==> config.mk <==
export PLATFORM = sky130hd
export DESIGN_NAME = apb_master_flat
export DESIGN_NICKNAME = d
export VERILOG_FILES = /design/src/rtl/apb_pkg.sv /design/src/rtl/apb_master_if.sv /design/src/rtl/apb_timeout_cnt.sv /design/src/rtl/apb_master.sv /design/src/flat_wrapper.sv
export SDC_FILE = /design/constraint.sdc
export NUM_CORES = 1
export LEC_CHECK = 0
export BUFFER_PORTS_ARGS = -buffer_cell sky130_fd_sc_hd__buf_2
export CORE_MARGIN = 2
export CORE_UTILIZATION = 30
export CTS_CLUSTER_DIAMETER = 50
export CTS_CLUSTER_SIZE = 8
export DETAILED_ROUTE_END_ITERATION = 6
export PLACE_DENSITY = 0.59
export SYNTH_ARGS = -nofsm -noshare
export SYNTH_HDL_FRONTEND = slang
export SYNTH_HIERARCHICAL = 1
export SYNTH_SLANG_ARGS = --single-unit
==> constraint.sdc <==
create_clock -name PCLK -period 4.92 [get_ports PCLK]
set_clock_uncertainty 0.05 [all_clocks]
set_input_delay 0.984 -clock PCLK [delete_from_list [all_inputs] [get_ports PCLK]]
set_output_delay 0.984 -clock PCLK [all_outputs]
set_load 0.02 [all_outputs]
==> src/rtl/apb_pkg.sv <==
// APB master shared types and defaults.
// FSM states, bus widths and counter sizing.
package apb_pkg;

  localparam int ADDR_W_DEF  = 32;
  localparam int DATA_W_DEF  = 32;
  localparam int TIMEOUT_DEF = 16;
  localparam int CNT_W       = 8;

  typedef enum logic [1:0] {
    IDLE   = 2'd0,
    SETUP  = 2'd1,
    ACCESS = 2'd2,
    RESP   = 2'd3
  } state_t;

endpackage

==> src/rtl/apb_master_if.sv <==
// Command, response and APB bus signals.
// master: the apb_master side; slave: the environment.
interface apb_master_if
  import apb_pkg::*;
#(
  parameter int ADDR_W = ADDR_W_DEF,
  parameter int DATA_W = DATA_W_DEF
) ();

  logic              PRESETn;
  logic              cmd_valid;
  logic              cmd_ready;
  logic              cmd_write;
  logic [ADDR_W-1:0] cmd_addr;
  logic [DATA_W-1:0] cmd_wdata;
  logic              rsp_valid;
  logic              rsp_ready;
  logic [DATA_W-1:0] rsp_rdata;
  logic              rsp_err;
  logic              rsp_timeout;
  logic              PSEL;
  logic              PENABLE;
  logic              PWRITE;
  logic [ADDR_W-1:0] PADDR;
  logic [DATA_W-1:0] PWDATA;
  logic [DATA_W-1:0] PRDATA;
  logic              PREADY;
  logic              PSLVERR;

  modport master (
    output PRESETn, cmd_ready,
    output rsp_valid, rsp_rdata,
    output rsp_err, rsp_timeout,
    output PSEL, PENABLE, PWRITE,
    output PADDR, PWDATA,
    input  cmd_valid, cmd_write,
    input  cmd_addr, cmd_wdata,
    input  rsp_ready,
    input  PRDATA, PREADY, PSLVERR
  );

  modport slave (
    input  PRESETn, cmd_ready,
    input  rsp_valid, rsp_rdata,
    input  rsp_err, rsp_timeout,
    input  PSEL, PENABLE, PWRITE,
    input  PADDR, PWDATA,
    output cmd_valid, cmd_write,
    output cmd_addr, cmd_wdata,
    output rsp_ready,
    output PRDATA, PREADY, PSLVERR
  );

endinterface

==> src/rtl/apb_timeout_cnt.sv <==
// ACCESS wait-state counter.
// expired flags the last wait cycle allowed.
module apb_timeout_cnt
  import apb_pkg::*;
#(
  parameter int TIMEOUT = TIMEOUT_DEF
) (
  input  logic clk,
  input  logic rst,
  input  logic clear,
  input  logic enable,
  output logic expired
);

  logic [CNT_W-1:0] cnt;

  // count wait cycles, restart on every ACCESS entry
  always_ff @(posedge clk) begin
    if (rst || clear) begin
      cnt <= '0;
    end else if (enable) begin
      cnt <= cnt + 1'b1;
    end
  end

  assign expired = (cnt == CNT_W'(TIMEOUT - 1));

endmodule

==> src/rtl/apb_master.sv <==
// Single-outstanding APB master.
// Command in, one APB transfer, response out.
module apb_master
  import apb_pkg::*;
#(
  parameter int ADDR_W  = ADDR_W_DEF,
  parameter int DATA_W  = DATA_W_DEF,
  parameter int TIMEOUT = TIMEOUT_DEF
) (
  input logic          PCLK,
  input logic          PRESET,
  apb_master_if.master bus
);

  state_t state;
  logic   cnt_clr;
  logic   cnt_en;
  logic   expired;

  assign bus.PRESETn   = ~PRESET;
  assign bus.cmd_ready = (state == IDLE);

  // SETUP always precedes ACCESS, so clear there
  assign cnt_clr = (state == SETUP);
  assign cnt_en  = (state == ACCESS) && !bus.PREADY;

  apb_timeout_cnt #(
    .TIMEOUT (TIMEOUT)
  ) u_cnt (
    .clk     (PCLK),
    .rst     (PRESET),
    .clear   (cnt_clr),
    .enable  (cnt_en),
    .expired (expired)
  );

  // transfer FSM with registered bus and response outputs
  always_ff @(posedge PCLK) begin
    if (PRESET) begin
      state           <= IDLE;
      bus.PSEL        <= 1'b0;
      bus.PENABLE     <= 1'b0;
      bus.PWRITE      <= 1'b0;
      bus.PADDR       <= {ADDR_W{1'b0}};
      bus.PWDATA      <= {DATA_W{1'b0}};
      bus.rsp_valid   <= 1'b0;
      bus.rsp_err     <= 1'b0;
      bus.rsp_timeout <= 1'b0;
      bus.rsp_rdata   <= {DATA_W{1'b0}};
    end else begin
      unique case (state)
        IDLE: begin
          if (bus.cmd_valid) begin
            bus.PWRITE  <= bus.cmd_write;
            bus.PADDR   <= bus.cmd_addr;
            bus.PWDATA  <= bus.cmd_wdata;
            bus.PSEL    <= 1'b1;
            bus.PENABLE <= 1'b0;
            state       <= SETUP;
          end
        end
        SETUP: begin
          bus.PENABLE <= 1'b1;
          state       <= ACCESS;
        end
        ACCESS: begin
          if (bus.PREADY) begin
            bus.rsp_rdata   <= bus.PWRITE ?
                               {DATA_W{1'b0}} :
                               bus.PRDATA;
            bus.rsp_err     <= bus.PSLVERR;
            bus.rsp_timeout <= 1'b0;
            bus.rsp_valid   <= 1'b1;
            bus.PSEL        <= 1'b0;
            bus.PENABLE     <= 1'b0;
            state           <= RESP;
          end else if (expired) begin
            bus.rsp_rdata   <= {DATA_W{1'b0}};
            bus.rsp_err     <= 1'b1;
            bus.rsp_timeout <= 1'b1;
            bus.rsp_valid   <= 1'b1;
            bus.PSEL        <= 1'b0;
            bus.PENABLE     <= 1'b0;
            state           <= RESP;
          end
        end
        RESP: begin
          if (bus.rsp_ready) begin
            bus.rsp_valid <= 1'b0;
            state         <= IDLE;
          end
        end
        default: state <= IDLE;
      endcase
    end
  end

endmodule

==> src/flat_wrapper.sv <==
// flat-port wrapper written by rule: the top's interface ports become plain ports
module apb_master_flat import apb_pkg::*;
#(
  parameter int ADDR_W  = ADDR_W_DEF,
  parameter int DATA_W  = DATA_W_DEF,
  parameter int TIMEOUT = TIMEOUT_DEF
)
  (PCLK, PRESET, bus_PRESETn, bus_cmd_ready, bus_rsp_valid, bus_rsp_rdata, bus_rsp_err, bus_rsp_timeout, bus_PSEL, bus_PENABLE, bus_PWRITE, bus_PADDR, bus_PWDATA, bus_cmd_valid, bus_cmd_write, bus_cmd_addr, bus_cmd_wdata, bus_rsp_ready, bus_PRDATA, bus_PREADY, bus_PSLVERR);
  apb_master_if #(.ADDR_W(ADDR_W), .DATA_W(DATA_W)) bus_i ();
  input logic PCLK;
  input logic PRESET;
  output wire logic [$bits(bus_i.PRESETn)-1:0] bus_PRESETn;
  output wire logic [$bits(bus_i.cmd_ready)-1:0] bus_cmd_ready;
  output wire logic [$bits(bus_i.rsp_valid)-1:0] bus_rsp_valid;
  output wire logic [$bits(bus_i.rsp_rdata)-1:0] bus_rsp_rdata;
  output wire logic [$bits(bus_i.rsp_err)-1:0] bus_rsp_err;
  output wire logic [$bits(bus_i.rsp_timeout)-1:0] bus_rsp_timeout;
  output wire logic [$bits(bus_i.PSEL)-1:0] bus_PSEL;
  output wire logic [$bits(bus_i.PENABLE)-1:0] bus_PENABLE;
  output wire logic [$bits(bus_i.PWRITE)-1:0] bus_PWRITE;
  output wire logic [$bits(bus_i.PADDR)-1:0] bus_PADDR;
  output wire logic [$bits(bus_i.PWDATA)-1:0] bus_PWDATA;
  input wire logic [$bits(bus_i.cmd_valid)-1:0] bus_cmd_valid;
  input wire logic [$bits(bus_i.cmd_write)-1:0] bus_cmd_write;
  input wire logic [$bits(bus_i.cmd_addr)-1:0] bus_cmd_addr;
  input wire logic [$bits(bus_i.cmd_wdata)-1:0] bus_cmd_wdata;
  input wire logic [$bits(bus_i.rsp_ready)-1:0] bus_rsp_ready;
  input wire logic [$bits(bus_i.PRDATA)-1:0] bus_PRDATA;
  input wire logic [$bits(bus_i.PREADY)-1:0] bus_PREADY;
  input wire logic [$bits(bus_i.PSLVERR)-1:0] bus_PSLVERR;
  assign bus_PRESETn = bus_i.PRESETn;
  assign bus_cmd_ready = bus_i.cmd_ready;
  assign bus_rsp_valid = bus_i.rsp_valid;
  assign bus_rsp_rdata = bus_i.rsp_rdata;
  assign bus_rsp_err = bus_i.rsp_err;
  assign bus_rsp_timeout = bus_i.rsp_timeout;
  assign bus_PSEL = bus_i.PSEL;
  assign bus_PENABLE = bus_i.PENABLE;
  assign bus_PWRITE = bus_i.PWRITE;
  assign bus_PADDR = bus_i.PADDR;
  assign bus_PWDATA = bus_i.PWDATA;
  assign bus_i.cmd_valid = bus_cmd_valid;
  assign bus_i.cmd_write = bus_cmd_write;
  assign bus_i.cmd_addr = bus_cmd_addr;
  assign bus_i.cmd_wdata = bus_cmd_wdata;
  assign bus_i.rsp_ready = bus_rsp_ready;
  assign bus_i.PRDATA = bus_PRDATA;
  assign bus_i.PREADY = bus_PREADY;
  assign bus_i.PSLVERR = bus_PSLVERR;
  apb_master #(.ADDR_W(ADDR_W), .DATA_W(DATA_W), .TIMEOUT(TIMEOUT)) u_core (.PCLK(PCLK), .PRESET(PRESET), .bus(bus_i));
endmodule
==> implementation parameters, run 1 <==
Parameter                              Value

Timing
  Share of the clock period used by the worst path ... 0.572
  Total Negative Setup Slacks ... 0 ns
  Final setup margin ... 2.11 ns
  Slew at the pin closest to its max-slew limit ... 1.24 ns
  Setup violators final ... 0
  Time the worst path needs with I/O delays and setup ... 2.81 ns
  Unrepaired setup endpoints after global routing ... no
  Final Hold Viols ... 0
  Slew Limit Fails ... 0
  Maximum clock frequency ... 0.356 GHz
  Final hold slack ... 0.400 ns
  Remaining max-slew budget at the tightest pin ... 0.172

Worst setup path
  Launching element type of the critical path ... flip-flop
  Worst R2R Start ... u_core/u_cnt/cnt[0]
  Depth of the most critical reg-to-reg path ... 6
  Arrival time at the worst endpoint ... 3.03 ns
  Cell-by-cell trace of the critical path ... ha_1, nand4b_1, nor4_1, o21a_1, nand3_1, a21oi_1
  Largest incremental delay on the critical path ... 0.96 ns
  Max FO, Critical Path ... 34
  Internal reg-to-reg setup slack ... 2.11 ns
  Worst setup EP type ... flip-flop
  Setup CP Type ... reg2reg
  Required time of the critical path ... 5.13 ns
  Worst r2r dst ... u_core/bus.rsp_rdata[6]
  Library cell contributing the largest single delay on the critical path ... o21a_1

Place
  Instance area after placement ... 0.00527 mm²
  Placer's final routability congestion estimate ... 0.766
  Inst Count DP ... 861
  Placed wire-length estimate after detailed placement ... 7.63 mm
  I/O Buffers ... 206
  Worst setup slack after placement ... 2.10 ns

Min path
  Worst Hold Depth ... 2
  Worst hold path endpoint ... u_core/bus.rsp_rdata[0]
  Launch point of the worst hold path ... u_core/bus.rsp_rdata[0]
  Worst min-delay path category ... reg2reg

Floorplanning
  Initial standard-cell utilization of the core ... 0.305
  Horizontal die dimension ... 122 µm
  I/O Pins ... 207
  Placeable core region ... 0.0137 mm²
  Number of placement rows ... 43
  Die Y-Extent ... 122 µm
  Area of the die ... 0.0149 mm²

Clocking
  Setup fix buffers added after clock tree synthesis ... 0
  Total number of clock tree sinks ... 112
  Number of buffers between clock root and the deepest sink ... 2
  Resize count post-CTS ... 0
  TritonCTS buffer count ... 9
  Root Buffer Master ... clkbuf_16
  Clock tree from TritonCTS ... done
  Clock transition time at the flip-flop clock pins of the worst setup and hold paths ... 0.07 ns
  Source-to-sink clock delay at the later pin of the worst-skew pair ... 0.34 ns
  H-Tree Depth ... 3
  Hold buffer count at cts ... 0

Cells and area
  Final net count ... 802
  Number of standard cells in the final layout excluding fillers ... 877
  Register Area ... 0.00224 mm²
  FILL cells ... 1426
  Combined area of the multi-input logic cells ... 0.00173 mm²
  Share of the core filled with cells in the final layout ... 0.408
  Final Cell Area ... 0.00560 mm²
  Area growth syn-to-layout ... 34.1%
  Layout cell share with drive strength beyond 1 ... 0.330
  Total inserted antenna cells ... 0

Synthesis
  Ranking of synthesized cells by area ... dfxtp_1, nand2_1, a21oi_1
  Dominant synthesized flop cell ... dfxtp_1
  Synthesized area ... 0.00418 mm²
  Library cell with the largest summed area after synthesis ... dfxtp_1
  Ys Warns ... 6
  Top cell type's share of synthesized area ... 0.537
  Sequential-to-total area share from yosys stat ... 0.537
  Most common cell in the synthesized netlist ... nand2_1
  Top cell types by occurrence after synthesis ... nand2_1, dfxtp_1, a21oi_1
  Number of cells produced by synthesis ... 511
  Post-synthesis average cell area ... 8.18 µm²
  Mapped Nets ... 621
  FF+latch count, synth ... 112
  Async set-reset flop share out of synthesis ... 0
  Post-synth EDFFs ... 0
  Post-synthesis cell type count ... 36

Global route
  Grt ovf ... 0
  First-pass GRT wire length ... 17.1 mm
  Number of antenna violations at the first check in global routing ... 0
  All-layer global routing usage ... 0.143
  Via count of the first global-routing pass ... 3864
  Pin count of the biggest net entering global routing ... 105

Detailed routing
  Number of nets with antenna violations after detailed routing ... 0
  Total number of vias ... 4086
  Total wire length after detailed routing ... 11.0 mm
  DRC violation count after routing ... 0
  Routed length per instance ... 12.5 µm
  Vias/cell ... 4.66
  Detailed router's first-iteration violation count ... 139
  Number of iterations in the first detailed-routing pass ... 4

Power
  Leakage power of the design ... 2.53 nW
  Post-layout total power ... 2.62 mW
  Power per cell area ... 467 mW/mm²
  Worst vdd ir ... 170 µV

Run
  Maximum capacitance violations ... 0

Run status
  Outcome ... complete, no violations
-- layout make-up --
| type | count | area share |
|---|---|---|
| clock buffers | 14 | 0.0489 |
| clock inverters | 2 | 0.0107 |
| inverters | 3 | 0.00201 |
| multi-input cells | 357 | 0.309 |
| flip-flops and latches | 112 | 0.400 |
| well taps | 180 | 0.0402 |
| repair buffers | 209 | 0.189 |
-- metal layers --
metal  track usage  routed length, µm  vias up
met3        0.0501               1190       13
met2         0.240               4920      165
met4        0.0675                197        0
li1              -                  -     2052
met5             0                  0        -
met1         0.163               4680     1856
-- cells by family (layout without fill, tap and decap cells) --
kind of cell | Yosys count | in the layout | share of synthesized area
buf+inv | 42 | 228 | 0.0512
simple gates | 230 | 230 | 0.236
flops | 112 | 112 | 0.537
mux | 1 | 1 | 0.00240
fa+ha+maj | 7 | 7 | 0.0210
compound gates | 115 | 115 | 0.144
xor+xnor | 4 | 4 | 0.00839
-- worst max path at each step --
| stage | startpoint | to | slack, ns | depth (start not counted) |
|---|---|---|---|---|
| after floorplan | PRESET | bus_PRESETn | 2.73 | 1 |
| after global placement | u_core/u_cnt/cnt[0] | u_core/bus.rsp_rdata[11] | 2.23 | 6 |
| after detailed placement | u_core/u_cnt/cnt[0] | u_core/bus.rsp_rdata[6] | 2.10 | 6 |
| after CTS | u_core/u_cnt/cnt[0] | u_core/bus.rsp_rdata[6] | 2.08 | 6 |
| after global routing | u_core/u_cnt/cnt[0] | u_core/bus.rsp_rdata[6] | 1.85 | 6 |
| final | u_core/u_cnt/cnt[0] | u_core/bus.rsp_rdata[6] | 2.11 | 6 |
-- worst max-delay path, delay by kind of cell, from the launching register on --
family	cells	cell delay (ns)
AND/OR/NAND/NOR	3	0.89
AO/OA/AOI/OAI	2	1.15
adder cells (fa/ha/maj)	1	0.24
flip-flops	1	0.40
-- power breakdown --
group / total [mW] / internal [mW] / switching, mW
registers: 1.11 / 1.04 / 0.0714
clock network: 0.799 / 0.489 / 0.310
logic: 0.702 / 0.229 / 0.473
total: 2.62 / 1.76 / 0.855
-- placed cells by master (no fill, tap or decap), types with 4 or more instances in the layout --
cell type / count
buf_2: 205
or3_1: 4
nand3_1: 34
a21oi_1: 101
nand2_1: 165
buf_4: 4
dfxtp_1: 112
ha_1: 7
o21ai_0: 5
clkbuf_16: 9
nor2_1: 8
-- sequential cells by signal (all words and copies together) (netlist names) --
name	flops
u_core/bus.PSEL	1
u_core/bus.rsp_err	1
u_core/state	2
u_core/bus.rsp_timeout	1
u_core/bus.rsp_valid	1
u_core/bus.rsp_rdata	32
u_core/bus.PWRITE	1
u_core/bus.PADDR	32
u_core/bus.PENABLE	1
u_core/bus.PWDATA	32
u_core/u_cnt/cnt	8
Note: power is estimated with default switching activity, not from simulation.
==> run 2: changes to the inputs <==
clock period = 2.7 ns   (was 4.92 ns; I/O delays follow)
==> implementation parameters, run 2 (synthesized netlist as in run 1, its figures left out) <==
Parameter                              Value

Run status
  Outcome ... complete, no violations

Clocking
  Clock tree from TritonCTS ... done
  Setup fix buffers added after clock tree synthesis ... 0 (unchanged)
  Resize count post-CTS ... 0 (unchanged)
  H-Tree Depth ... 3 (unchanged)
  Clock transition time at the flip-flop clock pins of the worst setup and hold paths ... 0.07 ns (about the same)
  Hold buffer count at cts ... 0 (unchanged)
  Number of buffers between clock root and the deepest sink ... 2 (unchanged)
  Total number of clock tree sinks ... 112 (unchanged)
  Root Buffer Master ... clkbuf_16
  Source-to-sink clock delay at the later pin of the worst-skew pair ... 0.34 ns (about the same)
  TritonCTS buffer count ... 9 (unchanged)

Timing
  Remaining max-slew budget at the tightest pin ... 0.557 (+0.385)
  Time the worst path needs with I/O delays and setup ... 1.96 ns (-0.856 ns)
  Final Hold Viols ... 0 (unchanged)
  Total Negative Setup Slacks ... 0 ns (unchanged)
  Maximum clock frequency ... 0.511 GHz (+44%)
  Unrepaired setup endpoints after global routing ... no
  Share of the clock period used by the worst path ... 0.725 (+0.153)
  Setup violators final ... 0 (unchanged)
  Slew at the pin closest to its max-slew limit ... 0.665 ns (-0.572 ns)
  Slew Limit Fails ... 0 (unchanged)

Worst setup path
  Setup CP Type ... reg2reg
  Required time of the critical path ... 2.93 ns (-2.20 ns)
  Worst setup EP type ... flip-flop
  Max FO, Critical Path ... 9 (-74%)
  Launching element type of the critical path ... flip-flop
  Arrival time at the worst endpoint ... 2.19 ns (-0.84 ns)

Global route
  Number of antenna violations at the first check in global routing ... 0 (unchanged)
  Via count of the first global-routing pass ... 3760 (-2.7%)
  First-pass GRT wire length ... 17.5 mm (+2.2%)
  All-layer global routing usage ... 0.147 (+0.00350)
  Pin count of the biggest net entering global routing ... 66 (-37%)
  Grt ovf ... 0 (unchanged)

Floorplanning
  Area of the die ... 0.0149 mm² (unchanged)
  I/O Pins ... 207 (unchanged)
  Placeable core region ... 0.0137 mm² (unchanged)
  Horizontal die dimension ... 122 µm (unchanged)
  Initial standard-cell utilization of the core ... 0.305 (unchanged)
  Number of placement rows ... 43 (unchanged)
  Die Y-Extent ... 122 µm (unchanged)

Power
  Post-layout total power ... 4.77 mW (+82%)
  Leakage power of the design ... 2.55 nW (+0.77%)
  Worst vdd ir ... 720 µV (+320%)
  Power per cell area ... 846 mW/mm² (+81%)

Cells and area
  FILL cells ... 1415 (-0.77%)
  Commonest cells after routing, fill and taps aside ... buf_2, nand2_1, dfxtp_1, a21oi_1, nand3_1
  Layout cell share with drive strength beyond 1 ... 0.336 (+0.00620)
  Largest registers in the final layout ... u_core/bus.PADDR: 32 flops, u_core/bus.PWDATA: 32 flops, u_core/bus.rsp_rdata: 32 flops
  Final net count ... 807 (+0.62%)
  Total inserted antenna cells ... 0 (unchanged)
  Most common cell after layout, fill and taps aside ... buf_2
  Area growth syn-to-layout ... 35.0%

Run
  Maximum capacitance violations ... 0 (unchanged)

Detailed routing
  DRC violation count after routing ... 0 (unchanged)
  Number of iterations in the first detailed-routing pass ... 4 (unchanged)
  Total wire length after detailed routing ... 11.2 mm (+2.3%)
  Vias/cell ... 4.65 (-0.15%)
  Number of nets with antenna violations after detailed routing ... 0 (unchanged)
  Total number of vias ... 4103 (+0.42%)
  Detailed router's first-iteration violation count ... 227 (+63%)
  Routed length per instance ... 12.7 µm (+1.7%)

Place
  I/O Buffers ... 206 (unchanged)
  Placer's final routability congestion estimate ... 0.730 (-4.6%)
  Placed wire-length estimate after detailed placement ... 7.91 mm (+3.6%)

Min path
  Worst min-delay path category ... in2reg
## run 2: cell types whose count changed in the layout (fill, tap and decap cells not counted), sizes merged
cell and change:
clkbuf -3, buf +5, clkinv +1, clkinvlp +2
## run 2: stage by stage
stage / cells / hold slack, ns / instance area (µm²) / utilization / setup WS [ns]
6_report: 882 / 0.374 / 5640 / 0.411 / 0.744
5_1_grt: 882 / 0.354 / 5640 / 0.411 / 0.533
4_1_cts: 882 / 0.351 / 5640 / 0.411 / 0.743
3_5_place_dp: 866 / 0.390 / 5320 / 0.388 / 0.759
3_3_place_gp: 866 / 0.385 / 5320 / 0.388 / 0.837
2_1_floorplan: 511 / 0.408 / 4180 / - / 0.738
## run 2: worst paths after layout
check	startpoint	to	slack [ns]	cells after the start
worst min register to register	u_core/bus.rsp_rdata[20]	u_core/bus.rsp_rdata[20]	0.40	2
worst max-delay path	u_core/state[0]	u_core/u_cnt/cnt[7]	0.74	6
worst min-delay path	bus_cmd_wdata[19]	u_core/bus.PWDATA[19]	0.37	3
worst max register to register	u_core/state[0]	u_core/u_cnt/cnt[7]	0.74	6
## run 2: layout make-up
cell class / count / area, µm² / area share
sequential: 112 / 2240 / 0.398
multi-input combinational: 357 / 1730 / 0.307
timing repair buffer: 214 / 1110 / 0.196
clock buffer: 11 / 243 / 0.0430
tap: 180 / 225 / 0.0399
clock inverter: 5 / 80.1 / 0.0142
inverter: 3 / 11.3 / 0.00200
## run 2: per-layer routing
layer | global-route usage | up-vias | share of wire
li1 | - | 2058 | -
met1 | 0.169 | 1868 | 0.43
met2 | 0.242 | 169 | 0.46
met3 | 0.0735 | 8 | 0.10
met4 | 0.0381 | 0 | 0.0092
met5 | 0 | - | 0
## run 2: report_power, final
part / switching, mW / leakage, nW / internal (mW) / total (mW)
Sequential: 0.133 / 0.913 / 1.90 / 2.03
Combinational: 0.870 / 1.49 / 0.436 / 1.31
Clock: 0.594 / 0.152 / 0.838 / 1.43
## run 2: worst max-delay path, stage by stage (launching register included)
cell	delay, ns
dfxtp_1	0.35
inv_1	0.12
ha_1	0.35
and2b_1	0.31
nand4_2	0.18
or3_1	0.38
a21oi_1	0.14
